$ cat config.mk
export PLATFORM = sky130hd
export DESIGN_NAME = bb_grader_multi
export DESIGN_NICKNAME = d
export VERILOG_FILES = /design/src/rtl/bb_pkg.sv /design/src/rtl/bb_score.sv /design/src/rtl/bb_grader_multi.sv
export SDC_FILE = /design/constraint.sdc
export NUM_CORES = 1
export LEC_CHECK = 0
export ABC_AREA = 1
export BUFFER_PORTS_ARGS = -buffer_cell sky130_fd_sc_hd__buf_2
export CAP_MARGIN = 15
export CORE_AREA = 2 2 56 111
export DETAILED_ROUTE_END_ITERATION = 7
export DIE_AREA = 0 0 58 113
export PLACE_DENSITY = 0.78
export SLEW_MARGIN = 30
export SYNTH_ARGS = -nofsm -noshare
export SYNTH_HDL_FRONTEND = slang
export SYNTH_SLANG_ARGS = --single-unit
$ cat constraint.sdc
create_clock -name clk -period 3.2 [get_ports clk]
set_clock_uncertainty 0.15 [all_clocks]
set_input_delay 0.32 -clock clk [delete_from_list [all_inputs] [get_ports clk]]
set_output_delay 0.32 -clock clk [all_outputs]
set_load 0.005 [all_outputs]
$ cat src/rtl/bb_pkg.sv
`default_nettype none
// +----------------------------------------------------------------------+
// | bb_pkg                                                                |
// | Shared FSM state encoding and score-width helper for the grader.      |
// | Revision: 1.0                                                         |
// +----------------------------------------------------------------------+
package bb_pkg;

  typedef enum logic [1:0] {
    S_IDLE = 2'd0,
    S_PLAY = 2'd1,
    S_DONE = 2'd2
  } bb_state_t;

  // Bits needed to hold a count of 0..n matching digits.
  function automatic int score_w(input int n);
    return $clog2(n + 1);
  endfunction

endpackage
`default_nettype wire

$ cat src/rtl/bb_score.sv
`default_nettype none
// +----------------------------------------------------------------------+
// | bb_score                                                              |
// | Combinational per-digit strike/ball compare and popcount.             |
// | Revision: 1.0                                                         |
// +----------------------------------------------------------------------+
module bb_score
  import bb_pkg::*;
#(
  parameter int NUM_DIGITS = 4,
  parameter int DIGIT_W    = 4
) (
  input  logic [NUM_DIGITS*DIGIT_W-1:0]     answer,
  input  logic [NUM_DIGITS*DIGIT_W-1:0]     question,
  output logic [score_w(NUM_DIGITS)-1:0]    strike,
  output logic [score_w(NUM_DIGITS)-1:0]    ball
);

  localparam int SW = score_w(NUM_DIGITS);

  logic [NUM_DIGITS-1:0] hit_s;
  logic [NUM_DIGITS-1:0] hit_b;

  // Digit 0 lives in the most significant bits of each vector.
  for (genvar i = 0; i < NUM_DIGITS; i++) begin : g_digit
    localparam logic [NUM_DIGITS-1:0] SELF = NUM_DIGITS'(1) << i;
    logic [DIGIT_W-1:0]    q_d;
    logic [NUM_DIGITS-1:0] eq;

    assign q_d = question[(NUM_DIGITS-1-i)*DIGIT_W +: DIGIT_W];

    for (genvar j = 0; j < NUM_DIGITS; j++) begin : g_cmp
      assign eq[j] = (q_d == answer[(NUM_DIGITS-1-j)*DIGIT_W +: DIGIT_W]);
    end

    assign hit_s[i] = eq[i];
    assign hit_b[i] = !eq[i] && |(eq & ~SELF);
  end

  always_comb begin
    strike = '0;
    ball   = '0;
    for (int k = 0; k < NUM_DIGITS; k++) begin
      strike = strike + SW'(hit_s[k]);
      ball   = ball   + SW'(hit_b[k]);
    end
  end

endmodule
`default_nettype wire

$ cat src/rtl/bb_grader_multi.sv
`default_nettype none
// +----------------------------------------------------------------------+
// | bb_grader_multi                                                       |
// | Multi-guess bulls-and-cows grader with ready/valid guess and reply    |
// | channels. Optional stall watchdog: define BB_GRADER_TIMEOUT_EN.       |
// | Revision: 1.0                                                         |
// +----------------------------------------------------------------------+
module bb_grader_multi
  import bb_pkg::*;
#(
  parameter int NUM_DIGITS = 4,
  parameter int DIGIT_W    = 4,
  parameter int CNT_W      = 16,
  parameter int MAX_GUESS  = 200,
  parameter int TIMEOUT    = 200
) (
  input  logic                           clk,
  input  logic                           reset,
  input  logic                           answer_load,
  input  logic [NUM_DIGITS*DIGIT_W-1:0]  answer_in,
  input  logic                           ask_valid,
  output logic                           ask_ready,
  input  logic [NUM_DIGITS*DIGIT_W-1:0]  question,
  output logic                           reply_valid,
  input  logic                           reply_ready,
  output logic [score_w(NUM_DIGITS)-1:0] strike,
  output logic [score_w(NUM_DIGITS)-1:0] ball,
  output logic                           correct,
  output logic [CNT_W-1:0]               guess_cnt,
  output logic                           game_over,
  output logic                           timeout
);

  localparam int SW = score_w(NUM_DIGITS);

  if (NUM_DIGITS < 2 || NUM_DIGITS > 8 || TIMEOUT < 1) begin : g_param_check
    $error("bb_grader_multi: NUM_DIGITS must be 2..8 and TIMEOUT at least 1");
  end

  bb_state_t                     state;
  logic [NUM_DIGITS*DIGIT_W-1:0] answer;
  logic [SW-1:0]                 sc_strike;
  logic [SW-1:0]                 sc_ball;
  logic                          accept;
  logic                          drain;
  logic                          limit_hit;
  logic                          last_pending;
  logic                          wd_expire;

  bb_score #(
    .NUM_DIGITS (NUM_DIGITS),
    .DIGIT_W    (DIGIT_W)
  ) u_score (
    .answer   (answer),
    .question (question),
    .strike   (sc_strike),
    .ball     (sc_ball)
  );

  assign limit_hit    = (MAX_GUESS != 0) && (guess_cnt == CNT_W'(MAX_GUESS));
  assign last_pending = correct || limit_hit;
  assign drain        = reply_valid && reply_ready;
  // A reply that ends the game blocks further guesses even while it drains.
  assign ask_ready    = (state == S_PLAY) && !answer_load &&
                        (!reply_valid || (reply_ready && !last_pending));
  assign accept       = ask_valid && ask_ready;

  always_ff @(posedge clk) begin
    if (!reset) begin
      state       <= S_IDLE;
      answer      <= '0;
      reply_valid <= 1'b0;
      strike      <= '0;
      ball        <= '0;
      correct     <= 1'b0;
      guess_cnt   <= '0;
      game_over   <= 1'b0;
    end else if (answer_load) begin
      state       <= S_PLAY;
      answer      <= answer_in;
      reply_valid <= 1'b0;
      guess_cnt   <= '0;
      game_over   <= 1'b0;
    end else begin
      if (accept) begin
        reply_valid <= 1'b1;
        strike      <= sc_strike;
        ball        <= sc_ball;
        correct     <= (sc_strike == SW'(NUM_DIGITS));
        if (guess_cnt != {CNT_W{1'b1}}) begin
          guess_cnt <= guess_cnt + 1'b1;
        end
      end else if (drain) begin
        reply_valid <= 1'b0;
      end

      if (drain && state == S_PLAY) begin
        if (correct) begin
          state <= S_DONE;
        end else if (limit_hit) begin
          game_over <= 1'b1;
          state     <= S_DONE;
        end
      end

      if (wd_expire) begin
        state <= S_DONE;
      end
    end
  end

`ifdef BB_GRADER_TIMEOUT_EN
  localparam int TW = $clog2(TIMEOUT + 1);

  logic [TW-1:0] idle_cnt;
  logic          timeout_r;
  logic          idle_cycle;

  assign idle_cycle = (state == S_PLAY) && !accept && !drain;
  assign wd_expire  = idle_cycle && (idle_cnt == TW'(TIMEOUT - 1));
  assign timeout    = timeout_r;

  always_ff @(posedge clk) begin
    if (!reset || answer_load) begin
      idle_cnt  <= '0;
      timeout_r <= 1'b0;
    end else if (wd_expire) begin
      idle_cnt  <= '0;
      timeout_r <= 1'b1;
    end else if (idle_cycle) begin
      idle_cnt <= idle_cnt + 1'b1;
    end else begin
      idle_cnt <= '0;
    end
  end
`else
  assign wd_expire = 1'b0;
  assign timeout   = 1'b0;
`endif

endmodule
`default_nettype wire

==> out/metrics.cfg <==
[cells_and_area]
diodes=0
drive_gt1_frac=0.2063
final_cell_mix=nor2_1, nand2_1, buf_2
nets=519
layout_commonest_cell=nor2_1
area_delta_synth_final_pct=14.05
final_area_um2=3473
nFillCells=531

[die]
die_w_um=58
core-area_um2=5660
io_pins=64
start_util=0.5380
rows=39
die_area_um2=6554
die_h_um=113

[setup_path]
timing.rr.start=answer[2]$_SDFFE_PN0P_
path_max_fanout=2
cp-end-kind=flop
required_ps=3270
cp_common_cell=ha_1
critPathLaunch=answer[2]$_SDFFE_PN0P_
cp-endpoint=correct$_SDFFE_PN0P_
reg2regPathDepth=9
arrival_ps=2610
timing.rr.end=correct$_SDFFE_PN0P_
path_cells=xnor2_1 -> nand4_1 -> fa_1 -> inv_1 -> ha_1 -> ha_1 -> nor3b_1 -> nand3_1 -> a21oi_1
rrSetupSlack_ps=660
path_depth=9
crit_path_start_kind=flop
crit_type=reg -> reg
slowest_delay_ps=570
cp_num_buf_inv=1
crit_slowest_cell=fa_1
cp_top_family=adder cells

[cts]
clkTransAtPathRegs_ps=60
cts_max_level=2
cts.sinks=43
cts_root_buffer=clkbuf_16
cts_tree=built
cts.path.max_buffers=2
holdBufCountCts=0
insertion_delay_ps=290
post_cts_buffers=0
cts_resized=0
numCtsBuffers=5

[timing]
setup_viol=0
fmax_mhz=393.9
fin_crit_sh=0.7934
rsz0062_at_grt=false
tightest_slew_ps=517.5
hold_viol=0
tns_ps=0
slew_violations=0
max-slew-margin-rel=0.6524
fin_crit_ps=2539

[grt]
antenna_found_initial=0
grt-ovfl-total=0
first_global_vias=2890
grt.total_usage=0.2697
grt_pass1_wl_mm=13.41
grt_max_degree=20

[synthesis]
ys_types=39
ys_warn_count=0
synth_area_per_cell_um2=6.985
synthesis.nets=481
syn_inst=436
ys_seq_area_frac=0.2827
synth_area_um2=3045
ys_seq_elements=43

[power]
clkPwrFrac=0.373
vdd_drop_max_mv=0.4256
pwr-share-comb=0.196
swShare=0.2833
power_mw=1.345
powerDensity_nw_per_um2=387.1
leakage_nw=1.495
p_seq_frac=0.431
p_int_uw=963.6
p_switching_uw=380.9

[placed_design]
io_buffers=62
dpl-instance-area_um2=3332
routabilityCongestion=1.079
dpl.hpwl_mm=6.763

[drt]
drt_iter0_drc=143
vias=2897
wirelength_mm=8.288
firstDrtPassIters=5
avgViaCountPerCell=5.405
drtAntennaViolNets=0
wl_per_cell_um=15.46
route.detailed.drc=0

[worst_hold_path]
min_from=answer_in[12]
hold_class=in -> reg

[run_status]
outcome=finished, final reports clean

[flow_run]
maxCapViolCount=0

[synthesized netlist by cell type]
| master | instances | share of area |
|---|---|---|
| clkbuf_1 | 24 | 0.030 |
| nand2_1 | 62 | 0.076 |
| or2_2 | 1 | 0.0021 |
| conb_1 | 1 | 0.0012 |
| nand3_4 | 2 | 0.012 |
| o21bai_1 | 3 | 0.0074 |
| inv_1 | 31 | 0.038 |
| o21a_1 | 1 | 0.0025 |
| inv_2 | 4 | 0.0049 |
| nor4_1 | 2 | 0.0041 |
| buf_6 | 2 | 0.0074 |
| nand4_1 | 21 | 0.043 |
| nand4_4 | 1 | 0.0070 |
| nor3_1 | 3 | 0.0049 |
| nor2_1 | 81 | 0.10 |
| fa_1 | 2 | 0.013 |
| xnor2_1 | 60 | 0.17 |
| nand2_2 | 2 | 0.0041 |
| buf_1 | 12 | 0.015 |
| ha_1 | 6 | 0.025 |
| buf_4 | 1 | 0.0025 |
| buf_2 | 2 | 0.0033 |
| a21oi_1 | 11 | 0.018 |
| a21boi_0 | 1 | 0.0025 |
| o211ai_1 | 1 | 0.0025 |
| nand3_1 | 16 | 0.026 |
| nand2b_1 | 1 | 0.0021 |
| xor2_1 | 8 | 0.023 |
| a31oi_1 | 1 | 0.0021 |
| nor3_4 | 1 | 0.0053 |
| nor3b_1 | 1 | 0.0025 |
| nor2_2 | 3 | 0.0062 |
| dfxtp_1 | 43 | 0.28 |
| a21oi_4 | 1 | 0.0053 |
| nand2_4 | 2 | 0.0074 |
| nor2_4 | 1 | 0.0037 |
| clkinv_1 | 2 | 0.0025 |
| o21ai_0 | 18 | 0.030 |
| nor3_2 | 1 | 0.0033 |
[metal layers]
metal / global-route usage / up-vias / share of wire / routed length [um]
met4: 0.1721 / 0 / 0.066 / 547
li1: - / 1428 / - / -
met3: 0.02857 / 34 / 0.035 / 288
met2: 0.5348 / 96 / 0.57 / 4752
met5: 0 / - / 0 / 0
met1: 0.2382 / 1339 / 0.33 / 2700
[through the flow]
step / hold slack (ps) / setup slack, ps / util / cells
floorplan: 285.4 / 753.8 / - / 436
global placement: 295.4 / 575.5 / 0.5886 / 528
detailed placement: 305.5 / 507.0 / 0.5886 / 528
CTS: 105.7 / 676.9 / 0.6136 / 536
global route: 115.0 / 556.8 / 0.6136 / 536
finish: 108.3 / 661.0 / 0.6136 / 536
[sequential cells by signal (all words and copies together), names as in the netlist]
name	cells
reply_valid	1
guess_cnt	16
strike	3
correct	1
game_over	1
ball	3
answer	16
state	2
[layout make-up]
cell class	instances	area, um2	share of cell area
Sequential cell	43	860.8	0.2478
Multi-Input combinational cell	315	1871	0.5385
Clock buffer	6	128.9	0.03710
Timing Repair Buffer	72	385.4	0.1110
Clock inverter	2	12.51	0.003602
Inverter	37	138.9	0.03999
Tap cell	61	76.32	0.02197
[worst min path at each step]
stage                               to  cells past startpoint
2_1_floorplan    state[1]$_SDFFE_PP0P_                      2
3_3_place_gp     state[1]$_SDFFE_PP0P_                      2
3_5_place_dp     state[1]$_SDFFE_PP0P_                      2
4_1_cts         answer[7]$_SDFFE_PN0P_                      3
5_1_grt        answer[12]$_SDFFE_PN0P_                      3
6_report       answer[12]$_SDFFE_PN0P_                      3
[worst register-to-register path: cells and delay by family (launching register included)]
kind | cells | cell delay, ps
AND/OR/NAND/NOR | 3 | 510
flip-flops | 1 | 320
AO/OA/AOI/OAI | 1 | 130
XOR/XNOR | 1 | 280
buffers and inverters | 1 | 40
adder cells (fa/ha/maj) | 3 | 1040
[power by group through the flow]
stage	clock network [mW]	registers [mW]	logic, mW
after floorplan	0	0.571	0.205
after global placement	0	0.591	0.255
after detailed placement	0	0.591	0.262
after CTS	0.513	0.580	0.263
after global routing	0.534	0.581	0.291
final	0.501	0.580	0.263
[cells by family after synthesis]
logic type / Yosys count / synth area share
simple gates: 201 / 0.3098
buf+inv: 78 / 0.1031
xor+xnor: 68 / 0.1956
flops: 43 / 0.2827
compound gates: 37 / 0.06985
fa+ha+maj: 8 / 0.03780
other cells: 1 / 0.001231
Note: power is estimated with default switching activity, not from simulation.
